File: src/rtl/fitness_pkg.sv
// Shared definitions for the fitness countdown timer: FSM states, the base
// workout-time table and the gender/intensity adjustment of a base time.
package fitness_pkg;

  typedef enum logic [2:0] {
    ST_IDLE   = 3'd0,
    ST_LOAD   = 3'd1,
    ST_RUN    = 3'd2,
    ST_PAUSED = 3'd3,
    ST_DONE   = 3'd4
  } state_t;

  // Indexed by {weight, cal}: four calorie targets per weight class.
  localparam logic [7:0] TIME_LUT [0:31] = '{
    8'd40,  8'd48,  8'd56,  8'd64,
    8'd46,  8'd55,  8'd64,  8'd73,
    8'd52,  8'd62,  8'd72,  8'd82,
    8'd58,  8'd70,  8'd82,  8'd94,
    8'd66,  8'd80,  8'd94,  8'd108,
    8'd76,  8'd92,  8'd108, 8'd124,
    8'd90,  8'd110, 8'd130, 8'd150,
    8'd120, 8'd165, 8'd210, 8'd255
  };

  function automatic logic [8:0] adjust_time(input logic [7:0] t1,
                                             input logic       gender,
                                             input logic [1:0] mode);
    logic [8:0] t2;
    t2 = gender ? ({1'b0, t1} + {4'b0000, t1[7:3]}) : {1'b0, t1};
    return t2 >> mode;
  endfunction

endpackage

File: src/rtl/fitness_prescaler.sv
// Divides the clock down to one-cycle strobes, one per time unit of counting.
module fitness_prescaler #(
  parameter int unsigned TICKS_PER_UNIT = 50_000_000
) (
  input  logic clk,
  input  logic rst,
  input  logic i_en,
  input  logic i_clr,
  output logic o_wrap
);

  localparam logic [31:0] LAST = 32'(TICKS_PER_UNIT - 1);

  logic [31:0] r_count;

  assign o_wrap = i_en && (r_count == LAST);

  // NOTE: sequential state uses non-blocking assignments so every flop samples pre-edge values.
  always_ff @(posedge clk) begin
    if (rst || i_clr) begin
      r_count <= '0;
    end else if (i_en) begin
      r_count <= o_wrap ? '0 : r_count + 32'd1;
    end
  end

endmodule

File: src/rtl/fitness_countdown_timer.sv
// Workout countdown timer: accepts a configuration, derives the workout length
// from the time table, and counts it down with pause and abort support.
module fitness_countdown_timer
  import fitness_pkg::*;
#(
  parameter int          TIME_W         = 9,
  parameter int unsigned TICKS_PER_UNIT = 50_000_000
) (
  input  logic              clk,
  input  logic              rst,
  input  logic              cfg_valid,
  output logic              cfg_ready,
  input  logic [2:0]        weight,
  input  logic [1:0]        cal,
  input  logic [1:0]        mode,
  input  logic              gender,
  input  logic              pause,
  input  logic              abort,
  output logic [TIME_W-1:0] remaining,
  output logic              busy,
  output logic              done
);

  state_t            r_state;
  state_t            w_next;
  logic [2:0]        r_weight;
  logic [1:0]        r_cal;
  logic [1:0]        r_mode;
  logic              r_gender;
  logic [TIME_W-1:0] r_remaining;
  logic              r_done;

  logic              w_handshake;
  logic              w_abort_act;
  logic              w_count_en;
  logic              w_wrap;
  logic              w_terminal;
  logic [8:0]        w_t3;
  logic [TIME_W-1:0] w_load_val;

  assign cfg_ready   = (r_state == ST_IDLE) || (r_state == ST_DONE);
  assign busy        = (r_state == ST_LOAD) || (r_state == ST_RUN) || (r_state == ST_PAUSED);
  assign w_handshake = cfg_valid && cfg_ready;
  assign w_abort_act = abort && busy;
  // Leaving PAUSED with pause low counts that cycle, so a pause costs exactly its length.
  assign w_count_en  = ((r_state == ST_RUN) || (r_state == ST_PAUSED)) && !pause && !abort;
  assign w_terminal  = w_wrap && (r_remaining == TIME_W'(1));

  assign w_t3 = adjust_time(TIME_LUT[{r_weight, r_cal}], r_gender, r_mode);

  generate
    if (TIME_W < 9) begin : g_sat
      assign w_load_val = w_t3[8] ? '1 : w_t3[TIME_W-1:0];
    end else begin : g_ext
      assign w_load_val = TIME_W'(w_t3);
    end
  endgenerate

  fitness_prescaler #(
    .TICKS_PER_UNIT(TICKS_PER_UNIT)
  ) u_prescaler (
    .clk   (clk),
    .rst   (rst),
    .i_en  (w_count_en),
    .i_clr (r_state == ST_LOAD),
    .o_wrap(w_wrap)
  );

  // NOTE: default assignment first so no path through the case leaves w_next unassigned (no latch).
  always_comb begin
    w_next = r_state;
    case (r_state)
      ST_IDLE:   if (w_handshake) w_next = ST_LOAD;
      ST_LOAD:   w_next = w_abort_act ? ST_IDLE : ((w_load_val == '0) ? ST_DONE : ST_RUN);
      ST_RUN, ST_PAUSED: begin
        if (w_abort_act)     w_next = ST_IDLE;
        else if (w_terminal) w_next = ST_DONE;
        else if (pause)      w_next = ST_PAUSED;
        else                 w_next = ST_RUN;
      end
      ST_DONE: begin
        if (w_handshake) w_next = ST_LOAD;
        else if (abort)  w_next = ST_IDLE;
      end
      default:   w_next = ST_IDLE;
    endcase
  end

  always_ff @(posedge clk) begin
    if (rst) begin
      r_state     <= ST_IDLE;
      r_weight    <= '0;
      r_cal       <= '0;
      r_mode      <= '0;
      r_gender    <= 1'b0;
      r_remaining <= '0;
      r_done      <= 1'b0;
    end else begin
      r_state <= w_next;
      r_done  <= (w_next == ST_DONE) && (r_state != ST_DONE);
      if (w_handshake) begin
        r_weight <= weight;
        r_cal    <= cal;
        r_mode   <= mode;
        r_gender <= gender;
      end
      if (w_abort_act) begin
        r_remaining <= '0;
      end else if (r_state == ST_LOAD) begin
        r_remaining <= w_load_val;
      end else if (w_wrap && (r_remaining != '0)) begin
        r_remaining <= r_remaining - TIME_W'(1);
      end
    end
  end

  assign remaining = r_remaining;
  assign done      = r_done;

endmodule

File: config.mk
export PLATFORM = sky130hd
export DESIGN_NAME = fitness_countdown_timer
export DESIGN_NICKNAME = d
export VERILOG_FILES = /design/src/rtl/fitness_pkg.sv /design/src/rtl/fitness_prescaler.sv /design/src/rtl/fitness_countdown_timer.sv
export SDC_FILE = /design/constraint.sdc
export NUM_CORES = 1
export LEC_CHECK = 0
export CAP_MARGIN = 20
export CORE_MARGIN = 8
export CORE_UTILIZATION = 62
export CTS_BUF_LIST = sky130_fd_sc_hd__clkbuf_4
export DETAILED_ROUTE_END_ITERATION = 16
export PLACE_DENSITY = 0.85
export SYNTH_ARGS = -nofsm -noshare
export SYNTH_HDL_FRONTEND = slang
export SYNTH_SLANG_ARGS = --single-unit
File: constraint.sdc
create_clock -name clk -period 4.8 [get_ports clk]
set_input_delay 0.96 -clock clk [delete_from_list [all_inputs] [get_ports clk]]
set_output_delay 0.96 -clock clk [all_outputs]
set_load 0.02 [all_outputs]
==> flow_summary.ini, run 1 <==
[worst_setup_path]
cp.required_ps = 5140
crit_arrival_ps = 4530
endpoint_kind = flop
r2r_start = r_cal[0]
crit_start = r_cal[0]
crit_fanout = 13
path_class = flop to flop
cp-start-kind = flop

[clock_tree]
cts-resized-gates = 0
path_clk_slew_ps = 160
htree_levels = 2
cts-root-buf = clkbuf_4
worstSkewPairLatency_ps = 390
hold_buffers = 0
cts_buffer_depth = 2
postCtsSetupRepairBufs = 0
numCtsBuffers = 5
cts.sinks = 53
cts_tree = done

[placed_design]
port_buffers = 24
hpwl_mm = 6.72
place_area_sq_um = 3990
dpl.cell_count = 555
gp_congestion = 0.909

[outcome]
status = complete, no violations

[route]
drtPass1Iterations = 4
met3_length_um = 377
drt_iter0_drc = 191
maxUsedRoutingLayer = met4
totalWireLength_mm = 8.83
drc = 0
vias_per_cell = 6.13
ant_nets = 0
vias = 3452
wl_met2_mm = 4.47
routedWlPerCell_um = 15.7
drt-met1-wl_mm = 3.75

[grt]
grt_pass1_wl_mm = 15.1
track_usage = 0.208
grt_pass1_vias = 3398
gr-total-overflow = 0
grt_max_degree = 31
antenna_found_initial = 0

[layout]
final_layout_size_suffix_gt1_frac = 0.0840
finalNonFillerCells = 563
diodes = 0
area_growth_pct = 7.65
final-seq-area_sq_um = 1060
fin_nets = 516
multi_input_area_sq_um = 2500
fillCellCount = 491
post-route-util = 0.688
design_area_sq_um = 4050

[timing]
worst_pin_slew_ps = 841
rsz0062_at_grt = false
slew_viol_final = 0
max_freq_ghz = 0.239
max-slew-margin-rel = 0.438
clock_skew_ps = 15.5
final-hold-violation-count = 0
layout_min_cycle_time_ps = 4190
period_share = 0.873
timing.setup.tns_ps = 0
finalSetupViolations = 0

[synth]
synth_cell_types = 77
ys_seq_elements = 53
async_flop_share = 0
synth.avg_cell_area_sq_um = 7.89
synth_nets = 506
postSynthCellCount = 477
synth_enable_flop_cells = 0
syn-cell-area_sq_um = 3760
dominantRegCellSynth = dfxtp_1
synth_warnings = 0
yosysSeqAreaShare = 0.282

[floorplan]
rows = 28
start_util = 0.639
die_area_sq_um = 8820
io_pins = 25
die_y_um = 93.9
core_sq_um = 5890
die_w_um = 93.9

[pwr]
power.density_nw_per_um2 = 244
total_switching_power_uw = 356
pwr-share-comb = 0.301
p_clk_frac = 0.216
cell_internal_pwr_uw = 634
p_sw_frac = 0.359
p_leak_nw = 1.41
seqPwrFrac = 0.483
vdd_ir_drop_max_mv = 0.189

[worst_hold_path]
min_from = u_prescaler.r_count[23]
hp-class = flop to flop

[flow_run]
maxCapViolations = 0
[layout by cell type (no fill, tap or decap), types with 14 or more instances in the layout]
master | synthesis | routed
a21oi_1 | 36 | 36
nand3_1 | 14 | 14
dfxtp_1 | 53 | 53
ha_1 | 15 | 15
o21ai_0 | 20 | 20
xor2_1 | 22 | 22
inv_1 | 17 | 17
nand2_1 | 56 | 56
nor2_1 | 57 | 57
clkdlybuf4s50_1 | 0 | 24
[registers in the layout, summed over array words and instances (netlist names)]
register and count:
done 1, r_weight 3, r_cal 2, u_prescaler.r_count 32, remaining 9, r_mode 2, r_gender 1, r_state 3
[worst paths after layout]
| kind | to | slack, ps | cells after the start |
|---|---|---|---|
| setup / recovery | r_state[2] | 610 | 13 |
| hold reg to reg | u_prescaler.r_count[23] | 500 | 2 |
| hold / removal | u_prescaler.r_count[23] | 500 | 2 |
| setup reg to reg | r_state[2] | 610 | 13 |
[cell families (layout without fill, tap and decap cells)]
family | Yosys count | after routing | synth area share
simple gates | 222 | 222 | 0.329
xor+xnor | 35 | 35 | 0.0814
compound gates | 98 | 98 | 0.166
buf+inv | 42 | 53 | 0.0532
mux | 11 | 11 | 0.0336
fa+ha+maj | 16 | 16 | 0.0552
flops | 53 | 53 | 0.282
[cell usage after synthesis, types with 5 or more instances]
master    count  share of area
clkbuf_1     13          0.013
inv_1        17          0.017
xor2_1       22          0.051
and3_1        6          0.010
nand3_1      14          0.019
a211oi_1      7          0.014
nor2b_1       5         0.0083
nand4_1      12          0.020
a21oi_1      36          0.048
or3_1        11          0.018
dfxtp_1      53           0.28
nand2_1      56          0.056
xnor2_1      13          0.030
nor2_1       57          0.057
ha_1         15          0.050
nor3_1       11          0.015
o22ai_1       6          0.010
o21ai_0      20          0.027
nor4_1        5         0.0083
mux2i_1       7          0.019
nand2b_1      6          0.010
[critical path, cell delays in order, from the launching register on]
cell and delay, ps:
dfxtp_1 630, inv_1 220, ha_1 270, mux4_2 510, a21oi_1 440, ha_1 300
o21ai_0 110, o21a_1 230, or4b_1 510, a211oi_1 300, nor3_2 110, nor3b_2 210
nand4_1 150, a21oi_1 160
[cell type report]
class / count / area share
clock buffer: 5 / 0.00926
clock inverter: 3 / 0.00649
inverter: 18 / 0.0167
multi-input combinational: 382 / 0.618
sequential: 53 / 0.262
tap: 75 / 0.0232
timing repair buffer: 27 / 0.0649
[per-stage QoR]
step           worst slack [ps]  hold WS [ps]  total power, mW
2_1_floorplan              1160           458            0.702
3_3_place_gp                924           465            0.772
3_5_place_dp                655           485            0.780
4_1_cts                     626           505            0.993
5_1_grt                     273           543             1.05
6_report                    611           501            0.989
[routing by layer]
metal	GRT usage	vias to the layer above
met4	0.0978	0
li1	-	1727
met2	0.375	95
met5	0	-
met3	0.0360	23
met1	0.232	1607
[power by group through the flow]
stage	sequential [mW]	clock [mW]	combinational (mW)
3_5_place_dp	0.487	0	0.293
3_3_place_gp	0.486	0	0.286
5_1_grt	0.481	0.238	0.330
6_report	0.478	0.213	0.298
4_1_cts	0.478	0.220	0.295
2_1_floorplan	0.479	0	0.223
No activity file was read; power rests on OpenSTA's default activity.
==> inputs of run 2 (changes only) <==
MAX_ROUTING_LAYER = met4   (was default)
==> run 2 against run 1 <==
  * Critical path depth did not move
  * Non-clock buffer count did not move
  * Cell area barely moved
  * Final cell count did not move
  * First-iteration DRC count fell by 9.4%
  * Register-to-register slack improved by 110 ps
  * Die area did not move
  * Worst setup slack improved by 110 ps
  * Core utilization fell by 0.064 points
  * Sequential power barely moved
  * Sequential share of layout area barely moved
  * Flip-flop and latch count did not move
  * Critical endpoint is now r_state[1]
  * Largest power group unchanged
  * Highest routed layer unchanged
==> flow_summary.ini, run 2 (synthesis results as in run 1) <==
[worst_setup_path]
crit_start = r_cal[0]
path_class = flop to flop
cp.required_ps = 5070
cp-start-kind = flop
r2r_start = r_cal[0]
reg2regPathDepth = 13
endpoint_kind = flop
crit_arrival_ps = 4340
crit_fanout = 13

[timing]
clock_skew_ps = 6.18
max-slew-margin-rel = 0.463
rsz0062_at_grt = false
timing.setup.tns_ps = 0
worst_pin_slew_ps = 804
finalSetupViolations = 0
slew_viol_final = 0
layout_min_cycle_time_ps = 4080
period_share = 0.849
max_freq_ghz = 0.245
final-hold-violation-count = 0

[layout]
regMostFlops = u_prescaler.r_count
final_layout_size_suffix_gt1_frac = 0.0840
final_common_cell = nor2_1
area_growth_pct = 7.55
diodes = 0
largest_reg_flops = 32
fin_nets = 516
layout_common_cells = nor2_1 (57), nand2_1 (56), dfxtp_1 (53)

[clock_tree]
cts_buffer_depth = 2
cts-root-buf = clkbuf_4
hold_buffers = 0
cts-resized-gates = 0
htree_levels = 2
postCtsSetupRepairBufs = 0
worstSkewPairLatency_ps = 370
path_clk_slew_ps = 150
numCtsBuffers = 5
cts.sinks = 53
cts_tree = done

[floorplan]
die_y_um = 93.9
die_w_um = 93.9
io_pins = 25
core_sq_um = 5890
start_util = 0.639
rows = 28
die_area_sq_um = 8820

[pwr]
p_leak_nw = 1.41
design_power_total_uw = 980
cell_internal_pwr_uw = 643
total_switching_power_uw = 337
seqPwrFrac = 0.488
p_sw_frac = 0.344
power.density_nw_per_um2 = 242
p_clk_frac = 0.212
pwr-share-comb = 0.300
vdd_ir_drop_max_mv = 0.195

[grt]
grt_pass1_vias = 3289
antenna_found_initial = 0
track_usage = 0.209
gr-total-overflow = 0
grt_max_degree = 31
grt_pass1_wl_mm = 15.0

[route]
totalWireLength_mm = 8.66
vias = 3447
drtPass1Iterations = 7
vias_per_cell = 6.12
drc = 0
drt_iter0_drc = 173
ant_nets = 0
routedWlPerCell_um = 15.4

[placed_design]
gp_congestion = 0.941
port_buffers = 24
hpwl_mm = 6.61

[worst_hold_path]
hold_depth = 2
hp-class = flop to flop
min_from = u_prescaler.r_count[22]

[outcome]
status = complete, no violations

[flow_run]
maxCapViolations = 0
## run 2: cell count changes in the layout (fill, tap and decap cells not counted), sizes merged
cell	before	now
inv	19	18
clkbuf	5	7
clkinvlp	2	1
## run 2: routing by layer
layer,vias up,part of all wire,global-route usage
met1,1614,0.46,0.248
met2,92,0.49,0.354
met5,-,0,-
li1,1724,-,-
met4,0,0.020,0.0621
met3,17,0.033,0.0328
## run 2: path summary, 6_finish.rpt
kind | end | slack, ps
setup / recovery | r_state[1] | 720
hold / removal | u_prescaler.r_count[22] | 500
setup reg to reg | r_state[1] | 720
hold reg to reg | u_prescaler.r_count[22] | 500
## run 2: power by group through the flow
stage                     Clock (mW)  Sequential [mW]  Combinational (mW)
after floorplan                    0            0.479               0.223
after global placement             0            0.486               0.288
after detailed placement           0            0.487               0.290
after CTS                      0.213            0.478               0.292
after global routing           0.226            0.481               0.327
final                          0.208            0.478               0.294
## run 2: cell type report
| class | instances | area [sq um] |
|---|---|---|
| clock buffers | 7 | 52.6 |
| flip-flops and latches | 53 | 1060 |
| multi-input cells | 382 | 2500 |
| fillers | 517 | 1840 |
| well taps | 75 | 93.8 |
| inverters | 18 | 67.6 |
| repair buffers | 27 | 263 |
| clock inverters | 1 | 7.51 |
## run 2: per-stage QoR
| step | setup slack, ps | std cells | util | hold slack, ps | cell area [sq um] |
|---|---|---|---|---|---|
| 2_1_floorplan | 1160 | 477 | - | 458 | 3760 |
| 3_3_place_gp | 916 | 555 | 0.678 | 465 | 3990 |
| 3_5_place_dp | 853 | 555 | 0.678 | 491 | 3990 |
| 4_1_cts | 760 | 563 | 0.688 | 508 | 4050 |
| 5_1_grt | 428 | 563 | 0.688 | 537 | 4050 |
| 6_report | 723 | 563 | 0.688 | 505 | 4050 |
## run 2: critical path, stage by stage, from the launching register on
cell and delay, ps:
dfxtp_1 610, inv_1 190, ha_1 250, mux4_2 500, a21oi_1 360, ha_1 270, o21ai_0 110, o21a_1 220
or4b_1 510, a211oi_1 370, nor3_2 110, nor3b_2 210, and3_1 180, o22ai_1 70
==> inputs of run 3 (changes only) <==
CORE_UTILIZATION = 56   (was 62)
PLACE_DENSITY = 0.81   (was 0.85)
clock period = 3.7 ns   (was 4.8 ns; I/O delays follow)
==> run 3 against run 2 <==
  * Maximum frequency is 16% higher
  * Highest routed layer unchanged
  * Worst hold slack better by 1.8 ps
  * Critical path type unchanged
  * Final cell count is 3.9% higher
  * Non-clock buffer count is 17 higher
  * Worst setup slack worse by 530 ps
  * Sequential power is 28% higher
  * Critical endpoint is now r_state[2]
==> flow_summary.ini, run 3 (synthesis results as in run 1) <==
[outcome]
status = complete, no violations

[route]
ant_nets = 0
vias = 3546
vias_per_cell = 6.06
drt_iter0_drc = 189
drtPass1Iterations = 5
drc = 0
routedWlPerCell_um = 15.5
totalWireLength_mm = 9.09

[clock_tree]
htree_levels = 2
hold_buffers = 0
cts_tree = done
cts-root-buf = clkbuf_4
path_clk_slew_ps = 170
worstSkewPairLatency_ps = 380
numCtsBuffers = 5
cts.sinks = 53
cts_buffer_depth = 2

[placed_design]
gp_congestion = 0.940
hpwl_mm = 6.85
pre_cts_ws_ps = 83.9
dpl.cell_count = 575
port_buffers = 24
place_area_sq_um = 4110

[worst_setup_path]
cp-start-kind = flop
crit_start = r_cal[0]
endpoint_kind = flop
crit_fanout = 12
r2r_start = r_cal[0]
crit_arrival_ps = 3830
path_class = flop to flop
cp.required_ps = 4020

[pwr]
p_clk_frac = 0.210
power.density_nw_per_um2 = 315
design_power_total_mw = 1.34
p_sw_frac = 0.361
p_leak_nw = 1.50
cell_internal_pwr_uw = 854
pwr-share-comb = 0.331
vdd_ir_drop_max_mv = 0.180
seqPwrFrac = 0.459
total_switching_power_uw = 482

[timing]
finalSetupViolations = 0
slew_viol_final = 0
timing.setup.tns_ps = 0
period_share = 0.948
max_freq_ghz = 0.285
layout_min_cycle_time_ps = 3510
max-slew-margin-rel = 0.564
worst_pin_slew_ps = 653
fin_ws_ps = 191
clock_skew_ps = 9.55
final-hold-violation-count = 0
hold_ws_ps = 506

[grt]
antenna_found_initial = 0
grt_pass1_wl_mm = 15.4
grt_pass1_vias = 3367
track_usage = 0.194
grt_max_degree = 31
gr-total-overflow = 0

[layout]
diodes = 0
area_growth_pct = 12.8
post-route-util = 0.639
largest_reg_flops = 32
design_area_sq_um = 4250
fin_nets = 533
regMostFlops = u_prescaler.r_count
final_common_cell = nor2_1
finalNonFillerCells = 585
final_layout_size_suffix_gt1_frac = 0.141
layout_common_cells = nor2_1 (57), nand2_1 (56), dfxtp_1 (51)

[worst_hold_path]
hp-class = flop to flop
min_from = u_prescaler.r_count[22]

[floorplan]
start_util = 0.566
io_pins = 25
die_w_um = 98.0
core_sq_um = 6640
rows = 30
die_area_sq_um = 9600
die_y_um = 98.0

[flow_run]
maxCapViolations = 0
==> run 3: repair_timing <==
| item | 4_1_cts | 5_1_grt |
|---|---|---|
| gates resized for setup | 0 | 14 |
| endpoints found under the setup margin | 0 | 11 |
| setup buffers | 0 | 2 |
==> run 3: power groups by stage <==
stage	clock [mW]	sequential (mW)	combinational [mW]
6_report	0.280	0.613	0.442
5_1_grt	0.309	0.617	0.485
4_1_cts	0.292	0.613	0.410
3_5_place_dp	0	0.625	0.407
3_3_place_gp	0	0.624	0.403
2_1_floorplan	0	0.621	0.290
==> run 3: layer usage <==
| metal | GRT usage | part of all wire |
|---|---|---|
| met1 | 0.235 | 0.45 |
| met2 | 0.329 | 0.50 |
| met3 | 0.0235 | 0.048 |
| met4 | 0.0564 | 0.0077 |
| met5 | - | 0 |
==> run 3: layout make-up <==
type	instances	area [sq um]
well taps	80	100
fillers	551	2400
multi-input cells	382	2560
clock buffers	5	37.5
inverters	18	67.6
flip-flops and latches	53	1070
clock inverters	3	26.3
repair buffers	44	390
==> run 3: worst max-delay path: stages, from the launching register on <==
cell and delay, ps:
dfxtp_1 370, buf_4 190, ha_1 190, inv_1 40
mux4_2 520, a21oi_2 200, ha_2 230, o21ai_0 100
o21a_1 230, or4b_1 530, a211oi_2 230, nor3_2 90
nor3b_2 190, nand4_1 140, a21oi_1 170
==> run 3: path summary, 6_finish.rpt <==
kind	end	cells after the start	slack, ps
min reg2reg	u_prescaler.r_count[22]	2	510
min	u_prescaler.r_count[22]	2	510
max reg2reg	r_state[2]	14	190
max	r_state[2]	14	190
